===== src/rtl/pixeltyper_pkg.sv =====
// Shared definitions for the glyph blitter: FSM encoding and the
// encodings of the scale2 magnification select.
package pixeltyper_pkg;

  typedef enum logic [1:0] {
    ST_IDLE = 2'd0,
    ST_DRAW = 2'd1,
    ST_DONE = 2'd2
  } state_e;

  localparam logic SCALE_1X = 1'b0;
  localparam logic SCALE_2X = 1'b1;

endpackage


===== src/rtl/glyph_scan_counter.sv =====
// Row-major output-offset scanner over a GLYPH_W x GLYPH_H glyph at 1x or 2x.
// Exposes both the current offset and the offset that will follow it.
module glyph_scan_counter
  import pixeltyper_pkg::*;
#(
  parameter int GLYPH_W = 4,
  parameter int GLYPH_H = 4,
  parameter int OX_W    = 3,
  parameter int OY_W    = 3
) (
  input  logic            clk,
  input  logic            reset_i,
  input  logic            adv_i,
  input  logic            scale2_i,
  output logic [OX_W-1:0] ox_o,
  output logic [OY_W-1:0] oy_o,
  output logic [OX_W-1:0] nox_o,
  output logic [OY_W-1:0] noy_o,
  output logic            last_o
);

  logic [OX_W-1:0] ox_q, xmax;
  logic [OY_W-1:0] oy_q, ymax;

  assign xmax = (scale2_i == SCALE_2X) ? OX_W'(2*GLYPH_W-1) : OX_W'(GLYPH_W-1);
  assign ymax = (scale2_i == SCALE_2X) ? OY_W'(2*GLYPH_H-1) : OY_W'(GLYPH_H-1);

  always_comb begin
    nox_o = ox_q + 1'b1;
    noy_o = oy_q;
    if (ox_q == xmax) begin
      nox_o = '0;
      noy_o = oy_q + 1'b1;
    end
  end

  assign last_o = (ox_q == xmax) && (oy_q == ymax);
  assign ox_o   = ox_q;
  assign oy_o   = oy_q;

  // Anything other than an explicit advance parks the scan back at (0,0).
  always_ff @(posedge clk) begin
    if (reset_i || !adv_i) begin
      ox_q <= '0;
      oy_q <= '0;
    end else begin
      ox_q <= nox_o;
      oy_q <= noy_o;
    end
  end

endmodule


===== src/rtl/glyph_blitter.sv =====
// Glyph blitter: rasterises a captured 1bpp glyph, optionally 2x magnified,
// emitting one clipped, registered pixel per DRAW cycle.
module glyph_blitter
  import pixeltyper_pkg::*;
#(
  parameter int GLYPH_W  = 4,
  parameter int GLYPH_H  = 4,
  parameter int X_W      = 8,
  parameter int Y_W      = 7,
  parameter int COLOUR_W = 3,
  parameter int SCREEN_W = 160,
  parameter int SCREEN_H = 120
) (
  input  logic                       clk,
  input  logic                       reset,
  input  logic                       start,
  input  logic                       abort,
  input  logic [GLYPH_W*GLYPH_H-1:0] glyph,
  input  logic [X_W-1:0]             x0,
  input  logic [Y_W-1:0]             y0,
  input  logic [COLOUR_W-1:0]        fg,
  input  logic [COLOUR_W-1:0]        bg,
  input  logic                       scale2,
  input  logic                       transparent,
  output logic [X_W-1:0]             plot_x,
  output logic [Y_W-1:0]             plot_y,
  output logic [COLOUR_W-1:0]        plot_colour,
  output logic                       plot,
  output logic                       busy,
  output logic                       done
);

  localparam int GN   = GLYPH_W*GLYPH_H;
  localparam int BI_W = $clog2(GN);
  localparam int OX_W = $clog2(2*GLYPH_W);
  localparam int OY_W = $clog2(2*GLYPH_H);
  localparam logic [X_W:0] SCR_W = (X_W+1)'(SCREEN_W);
  localparam logic [Y_W:0] SCR_H = (Y_W+1)'(SCREEN_H);

  state_e              state_q;
  logic [GN-1:0]       glyph_q;
  logic [X_W-1:0]      x0_q;
  logic [Y_W-1:0]      y0_q;
  logic [COLOUR_W-1:0] fg_q, bg_q;
  logic                scale_q, transp_q;

  logic [OX_W-1:0] ox, nox;
  logic [OY_W-1:0] oy, noy;
  logic            last, scan_adv;

  assign scan_adv = (state_q == ST_DRAW) && !abort && !last;

  glyph_scan_counter #(
    .GLYPH_W(GLYPH_W), .GLYPH_H(GLYPH_H), .OX_W(OX_W), .OY_W(OY_W)
  ) u_scan (
    .clk     (clk),
    .reset_i (reset),
    .adv_i   (scan_adv),
    .scale2_i(scale_q),
    .ox_o    (ox),
    .oy_o    (oy),
    .nox_o   (nox),
    .noy_o   (noy),
    .last_o  (last)
  );

  // The pixel being computed is the one shown next cycle: pixel 0 straight
  // from the ports on the accepting edge, later pixels from captured state.
  logic [GN-1:0]       s_glyph;
  logic [X_W-1:0]      s_x0;
  logic [Y_W-1:0]      s_y0;
  logic [COLOUR_W-1:0] s_fg, s_bg;
  logic                s_scale, s_tr, sbit;
  logic [OX_W-1:0]     s_ox, cx;
  logic [OY_W-1:0]     s_oy, cy;
  logic [BI_W-1:0]     bidx;
  logic [X_W:0]        wx;
  logic [Y_W:0]        wy;
  logic                pix_plot;
  logic [COLOUR_W-1:0] pix_col;

  always_comb begin
    s_glyph = glyph_q;
    s_x0    = x0_q;
    s_y0    = y0_q;
    s_fg    = fg_q;
    s_bg    = bg_q;
    s_scale = scale_q;
    s_tr    = transp_q;
    s_ox    = nox;
    s_oy    = noy;
    if (state_q == ST_IDLE) begin
      s_glyph = glyph;
      s_x0    = x0;
      s_y0    = y0;
      s_fg    = fg;
      s_bg    = bg;
      s_scale = scale2;
      s_tr    = transparent;
      s_ox    = '0;
      s_oy    = '0;
    end
    cx       = s_ox >> s_scale;
    cy       = s_oy >> s_scale;
    bidx     = BI_W'(cy) * BI_W'(GLYPH_W) + BI_W'(cx);
    sbit     = s_glyph[bidx];
    wx       = {1'b0, s_x0} + (X_W+1)'(s_ox);
    wy       = {1'b0, s_y0} + (Y_W+1)'(s_oy);
    pix_plot = (wx < SCR_W) && (wy < SCR_H) && (sbit || !s_tr);
    pix_col  = sbit ? s_fg : s_bg;
  end

  always_ff @(posedge clk) begin
    if (reset) begin
      state_q     <= ST_IDLE;
      glyph_q     <= '0;
      x0_q        <= '0;
      y0_q        <= '0;
      fg_q        <= '0;
      bg_q        <= '0;
      scale_q     <= SCALE_1X;
      transp_q    <= 1'b0;
      plot_x      <= '0;
      plot_y      <= '0;
      plot_colour <= '0;
      plot        <= 1'b0;
      busy        <= 1'b0;
      done        <= 1'b0;
    end else begin
      case (state_q)
        ST_IDLE: begin
          plot <= 1'b0;
          done <= 1'b0;
          if (start && !abort) begin
            state_q     <= ST_DRAW;
            glyph_q     <= glyph;
            x0_q        <= x0;
            y0_q        <= y0;
            fg_q        <= fg;
            bg_q        <= bg;
            scale_q     <= scale2;
            transp_q    <= transparent;
            busy        <= 1'b1;
            plot        <= pix_plot;
            plot_x      <= wx[X_W-1:0];
            plot_y      <= wy[Y_W-1:0];
            plot_colour <= pix_col;
          end
        end
        ST_DRAW: begin
          if (abort) begin
            state_q <= ST_IDLE;
            plot    <= 1'b0;
            busy    <= 1'b0;
          end else if (last) begin
            state_q <= ST_DONE;
            plot    <= 1'b0;
            done    <= 1'b1;
          end else begin
            plot        <= pix_plot;
            plot_x      <= wx[X_W-1:0];
            plot_y      <= wy[Y_W-1:0];
            plot_colour <= pix_col;
          end
        end
        default: begin
          state_q <= ST_IDLE;
          plot    <= 1'b0;
          done    <= 1'b0;
          busy    <= 1'b0;
        end
      endcase
    end
  end

endmodule


===== config.mk =====
export PLATFORM = sky130hd
export DESIGN_NAME = glyph_blitter
export DESIGN_NICKNAME = d
export VERILOG_FILES = /design/src/rtl/pixeltyper_pkg.sv /design/src/rtl/glyph_scan_counter.sv /design/src/rtl/glyph_blitter.sv
export SDC_FILE = /design/constraint.sdc
export NUM_CORES = 1
export LEC_CHECK = 0
export BUFFER_PORTS_ARGS = -buffer_cell sky130_fd_sc_hd__buf_2
export CAP_MARGIN = 15
export CORE_AREA = 2 2 86 88
export DETAILED_ROUTE_END_ITERATION = 16
export DIE_AREA = 0 0 88 90
export HOLD_SLACK_MARGIN = 0.15
export PLACE_DENSITY = 0.88
export SYNTH_ARGS = -nofsm -noshare
export SYNTH_HDL_FRONTEND = slang
export SYNTH_SLANG_ARGS = --single-unit

===== constraint.sdc =====
create_clock -name clk -period 5 [get_ports clk]
set_clock_uncertainty 0.1 [all_clocks]
set_input_delay 0 -clock clk [delete_from_list [all_inputs] [get_ports clk]]
set_output_delay 0 -clock clk [all_outputs]
set_load 0.005 [all_outputs]

# Word-level counts from Yosys, hierarchy flattened

Index checks and enable logic that the tools add are counted.

Flip-flop bits (word level): 68
Input port bits: 43
Output and inout port bits: 21
Logic and storage cells: 94

Add/subtract/negate cells: 5
Magnitude comparators: 3
Equal/unequal tests: 8
Shift operators: 2
Multiplexer cells: 38
Bitwise gates (word level): 2
Reduce and logical (&&, ||, !) cells: 20

Operators with widths:

| kind                | count |
|---|---|
| $mux 3              | 11 |
| $mux 8              | 4 |
| $mux 7              | 4 |
| $mux 16             | 1 |
| $pmux 8 s2          | 1 |
| $pmux 7 s2          | 1 |
| $add 8x3->9         | 1 |
| $lt 9x8->1 const B  | 1 |
| $add 7x3->8         | 1 |
| $lt 8x7->1 const B  | 1 |
| $mux 1              | 8 |
| $reduce_and 2->1    | 4 |
| $add 3x1->3 const B | 2 |
| $eq 3x3->1          | 2 |
| $logic_and 1x1->1   | 6 |
| $mux 2              | 3 |
| $ne 2x2->1 const B  | 3 |
| $pmux 3 s2          | 1 |
| $lt 4x5->1 const B  | 1 |
| $add 4x3->4         | 1 |
| $bmux 1 s4          | 1 |
| $logic_not 1->1     | 4 |
| $pmux 1 s2          | 2 |
| $pmux 2 s2          | 1 |
| other kinds (11)    | 13 |

# Longest topological paths before layout

Word-level depth: 13
Mapped depth: 17
Depth with buffers taken out: 13

# Hierarchy

A second synthesis with hierarchy kept.

Cells, all modules: 485
Area total of the unflattened synthesis: 3657.3 um^2

Modules (own cells, without submodules):

| module             | times used | cells an instance | area each (um^2) | sequential area each (um^2) |
|---|---|---|---|---|
| glyph_blitter      | 1          | 450               | 3360.7           | 1241.2 |
| glyph_scan_counter | 1          | 35                | 296.5            | 120.1 |

# Least setup slack after synthesis

Ideal clock, no wire load.

Kind: register to register
Start point: reg u_scan.ox_q[0], in the netlist u_scan.ox_o[0]
End point: reg plot_colour[0]
Setup time: 0.124 ns
Arrival: 3.477 ns
Data required time: 4.776 ns
Setup slack: 1.300 ns
Cell stages (with the launch flop): 17
Path buffers: 3
Cells stage by stage: dfxtp_1 -> ha_1 -> buf_6 -> and2_1 -> clkbuf_1 -> mux2i_1 -> nor2_1 -> mux2_2 -> ha_1 -> buf_6 -> mux2_4 -> a211oi_2 -> a211oi_2 -> a221oi_4 -> mux2_4 -> o211ai_1 -> o31ai_1

Cells in the longest elaborated chain, start to end: 11

Ends and longest elaborated chain:

| item                                       | line                                                                         | text |
|---|---|---|
| start: declaration                         | glyph_scan_counter.sv:22                                                     | `logic [OX_W-1:0] ox_q, xmax;` |
| start signal: assignment                   | glyph_scan_counter.sv:47                                                     | `ox_q <= nox_o;` |
| $add 3x1->3 or $eq 3x3->1 (tied branches)  | glyph_scan_counter.sv:29, glyph_scan_counter.sv:31, glyph_scan_counter.sv:37 |  |
| $mux 3                                     | glyph_scan_counter.sv:31                                                     | `if (ox_q == xmax) begin` |
| $mux 3                                     | glyph_blitter.sv:92                                                          | `if (state_q == ST_IDLE) begin` |
| $shr 3x1->3 or $shr 3x1->2 (tied branches) | glyph_blitter.sv:103, glyph_blitter.sv:104                                   |  |
| $add 4x3->4                                | glyph_blitter.sv:105                                                         | `bidx = BI_W'(cy) * BI_W'(GLYPH_W) + BI_W'(cx);` |
| $bmux 1 s4                                 | glyph_blitter.sv:106                                                         | `sbit = s_glyph[bidx];` |
| $mux 1 (implied by the code)               | glyph_blitter.sv:106                                                         |  |
| $mux 3                                     | glyph_blitter.sv:110                                                         | `pix_col = sbit ? s_fg : s_bg;` |
| $mux 3                                     | glyph_blitter.sv:155                                                         | `end else if (last) begin` |
| $mux 3                                     | glyph_blitter.sv:151                                                         | `if (abort) begin` |
| $pmux 3 s2                                 | glyph_blitter.sv:130                                                         | `case (state_q)` |
| end signal: assignment                     | glyph_blitter.sv:147                                                         | `plot_colour <= pix_col;` |
| end signal: assignment                     | glyph_blitter.sv:163                                                         | `plot_colour <= pix_col;` |
| end: declaration                           | glyph_blitter.sv:27                                                          | `output logic [COLOUR_W-1:0] plot_colour,` |

Parallel ways exist; a longest one is shown, timed or not. The select of a mux whose other input is x is not followed.
A chain may end at the register's enable or synchronous reset.

# Worst setup path after layout

Start point: reg scale_q
End point: reg plot_colour[0]

Cells in the longest elaborated chain, start to end: 12

Ends and longest elaborated chain:

| item                                       | line                                               | text |
|---|---|---|
| start: declaration                         | glyph_blitter.sv:45                                | `logic scale_q, transp_q;` |
| start signal: assignment                   | glyph_blitter.sv:141                               | `scale_q <= scale2;` |
| $mux 3                                     | glyph_scan_counter.sv:25, glyph_scan_counter.sv:26 |  |
| $eq 3x3->1                                 | glyph_scan_counter.sv:31, glyph_scan_counter.sv:37 |  |
| $mux 3                                     | glyph_scan_counter.sv:31                           |  |
| $mux 3                                     | glyph_blitter.sv:92                                |  |
| $shr 3x1->3 or $shr 3x1->2 (tied branches) | glyph_blitter.sv:103, glyph_blitter.sv:104         |  |
| $add 4x3->4                                | glyph_blitter.sv:105                               |  |
| $bmux 1 s4                                 | glyph_blitter.sv:106                               |  |
| $mux 1 (implied by the code)               | glyph_blitter.sv:106                               |  |
| $mux 3                                     | glyph_blitter.sv:110                               |  |
| $mux 3                                     | glyph_blitter.sv:155                               |  |
| $mux 3                                     | glyph_blitter.sv:151                               |  |
| $pmux 3 s2                                 | glyph_blitter.sv:130                               |  |

Parallel ways exist; a longest one is shown, timed or not. The select of a mux whose other input is x is not followed.

==> results_dict.tcl <==
set metrics [dict create \
    layout_setup_ws_ns 0.567 \
    overflow 0 \
    cp.depth 13 \
    wl_per_cell_um 15.2 \
    clock-sinks 68 \
    ctsResizeCount 0 \
    power_frac_comb_pct 15.4 \
    worst_hold_path_type "in -> reg" \
    crit_arrival_ns 4.56 \
    pwr-share-seq_pct 47.1 \
    critPathRequiredTime_ns 5.13 \
    synthesis.area_um2 3790 \
    final_max_slew_viol_count 0 \
    grtUsageTotal_pct 27.4 \
    cts_tree "built" \
    cts_setup_buffers 0 \
    seq_area_um2 1360 \
    leakagePower_uw 0.00195 \
    switchingPower_uw 324 \
    ys_top_cells_by_area "dfxtp_1 36%, nand2_1 13%, a21oi_1 7.5%" \
    cp_num_buf_inv 0 \
    power.share.clock_pct 37.4 \
    vias 3731 \
    crit_fanout 19 \
    netlist.area_leader.share_pct 35.9 \
    cpMaxStageDelayCell "dfxtp_1" \
    grt_max_degree 58 \
    nFillCells 546 \
    final_common_cell "nand2_1" \
    yosysSeqAreaShare_pct 35.9 \
    fmax_mhz 226 \
    cap_viol_max_count 0 \
    power_uw 1240 \
    pin_count 64 \
    cp_cell_sequence "xnor2_1, and2_1, mux2i_1, nor2_1, mux2_2, ha_1, mux2_4, a211oi_2, a211oi_2, a221oi_4, mux2_4, o211ai_1, o31ai_1" \
    synthDistinctLibCells 56 \
    htreeDepth 3 \
    status "completed" \
    p_sw_share_pct 26.2 \
    n_antenna_cell 0 \
    synth-seq-cells 68 \
    synth_enable_flop_cells 0 \
    initial_core_util_pct 53.9 \
    power_density_nw_per_um2 263 \
    die-height_um 90 \
    antenna_found_initial 0 \
    finalSetupViolCount 0 \
    areaGrowthSynthToFinish_pct 24.1 \
    cts_buffers 9 \
    worst_pin_slew_ns 1.06 \
    path_class "reg -> reg" \
    fin_crit_sh_pct 88.7 \
    cp_slowest_stage_delay_ns 0.73 \
    grt_pass1_wl_um 17300 \
    wl_um 10200 \
    max_slew_margin_pct 29.2 \
    syn_area_per_cell_um2 7.91 \
    avgViaCountPerCell 5.56 \
    drive_gt1_share_pct 17.7 \
    std_cell_rows 31 \
    ant_nets 0 \
    synth_cells 479 \
    root_buffer "clkbuf_8" \
    dp_slack_ns 0.690 \
    drc 0 \
    hold_viol_final 0 \
    ys_warn_count 0 \
    worstSetupEndpointType "register" \
    ys_async_sr_fraction_pct 0 \
    grt_pass1_vias 3649 \
    min_period_ns 4.43 \
    nets 621 \
    core_um2 7020 \
    die-area_um2 7920 \
    hpwl_um 6670 \
    rsz0062_at_grt "no" \
    peakVddDrop_v 0.000172 \
    port_buffers 63 \
    ys.flop_type "dfxtp_1" \
    final_cell_mix "131 x nand2_1, 68 x dfxtp_1, 63 x buf_2" \
    place_congestion 0.889 \
    syn-num-nets 533 \
    min_path_cells 5 \
    p_int_uw 913 \
    reg2regPathDepth 13 \
    clk_latency_ns 0.35 \
    cp-start-kind "register" \
    cts-hold-fix-buffers 41 \
    die_w_um 88 \
    path_delay_family "multiplexers" \
    fin_tns_setup_ns 0 \
    yosys.area.top_type "dfxtp_1" \
    cts_buffer_depth 2 \
    first_iter_violations 233 \
    multiInputGateArea_um2 2210 \
    drtPass1Iterations 5 \
    clk_pin_slew_ns 0.07 \
]
## power groups by stage
stage          Clock, uW  Sequential, uW  Combinational, uW
6_report             463             583                191
5_1_grt              494             586                211
4_1_cts              468             582                187
3_5_place_dp           0             595                161
3_3_place_gp           0             593                155
2_1_floorplan          0             590                110
## worst register-to-register path, delay by kind of cell, from the launching register on
| kind | cells | cell delay, ns |
|---|---|---|
| mux | 4 | 1.28 |
| compound gates | 5 | 1.10 |
| flops | 1 | 0.73 |
| fa+ha+maj | 1 | 0.48 |
| simple gates | 2 | 0.39 |
| xor+xnor | 1 | 0.23 |
## per-stage QoR
| step | hold WS, ns | area [um2] | utilization, % | cells |
|---|---|---|---|---|
| finish | 0.177 | 4700 | 66.9 | 671 |
| global route | 0.218 | 4700 | 66.9 | 671 |
| CTS | 0.259 | 4690 | 66.8 | 670 |
| detailed placement | 0.145 | 4080 | 58.1 | 613 |
| global placement | 0.144 | 4080 | 58.1 | 613 |
| floorplan | -0.0222 | 3790 | - | 479 |
## registers in the layout, indices dropped and copies added (netlist names), 2 cells and up
signal       count
plot_y           7
x0_q             8
u_scan.oy_o      3
u_scan.ox_o      3
y0_q             7
plot_x           8
state_q          2
glyph_q         16
plot_colour      3
bg_q             3
fg_q             3
## worst paths after layout
path | startpoint | to | slack, ns
worst max-delay path | scale_q | plot_colour[0] | 0.57
worst min register to register | plot_y[2] | plot_y[2] | 0.35
worst max register to register | scale_q | plot_colour[0] | 0.57
worst min-delay path | start | plot_y[1] | 0.18
## area by class of cell
class | count | area share [%]
Clock inverter | 1 | 0.639
Timing Repair Buffer | 109 | 16.3
Inverter | 11 | 0.879
Clock buffer | 15 | 3.54
Tap cell | 99 | 2.64
Sequential cell | 68 | 29.0
Multi-Input combinational cell | 368 | 47.0
## logic make-up (layout without fill, tap and decap cells)
kind of cell / after synthesis / in the layout / synth area share [%]
AO/OA/AOI/OAI: 112 / 112 / 19.3
buffers and inverters: 43 / 136 / 5.95
multiplexers: 25 / 25 / 7.20
AND/OR/NAND/NOR: 203 / 203 / 23.4
XOR/XNOR: 17 / 17 / 4.13
flip-flops: 68 / 68 / 35.9
adder cells (fa/ha/maj): 11 / 11 / 4.03
## cell usage after synthesis (3+ instances only)
master,count
nand2_1,131
dfxtp_1,68
a21oi_1,57
nor2_1,27
clkbuf_1,21
mux2i_1,19
xnor2_1,13
inv_1,11
a211oi_1,9
ha_1,9
nor3_1,9
nor2b_1,7
o211ai_1,7
a21boi_0,6
a311oi_1,6
and2_1,6
nor3b_1,6
o21ai_0,5
mux2_4,4
nand3_1,4
buf_6,3
o31ai_1,3
xor2_1,3
## metal layers
layer	vias to the layer above	track usage [%]	share of wire [%]
li1	1811	-	-
met1	1725	34.7	42
met2	168	44.6	48
met3	27	5.69	7.1
met4	0	11.5	2.8
met5	-	0	0
(Power assumes the default switching activity.)
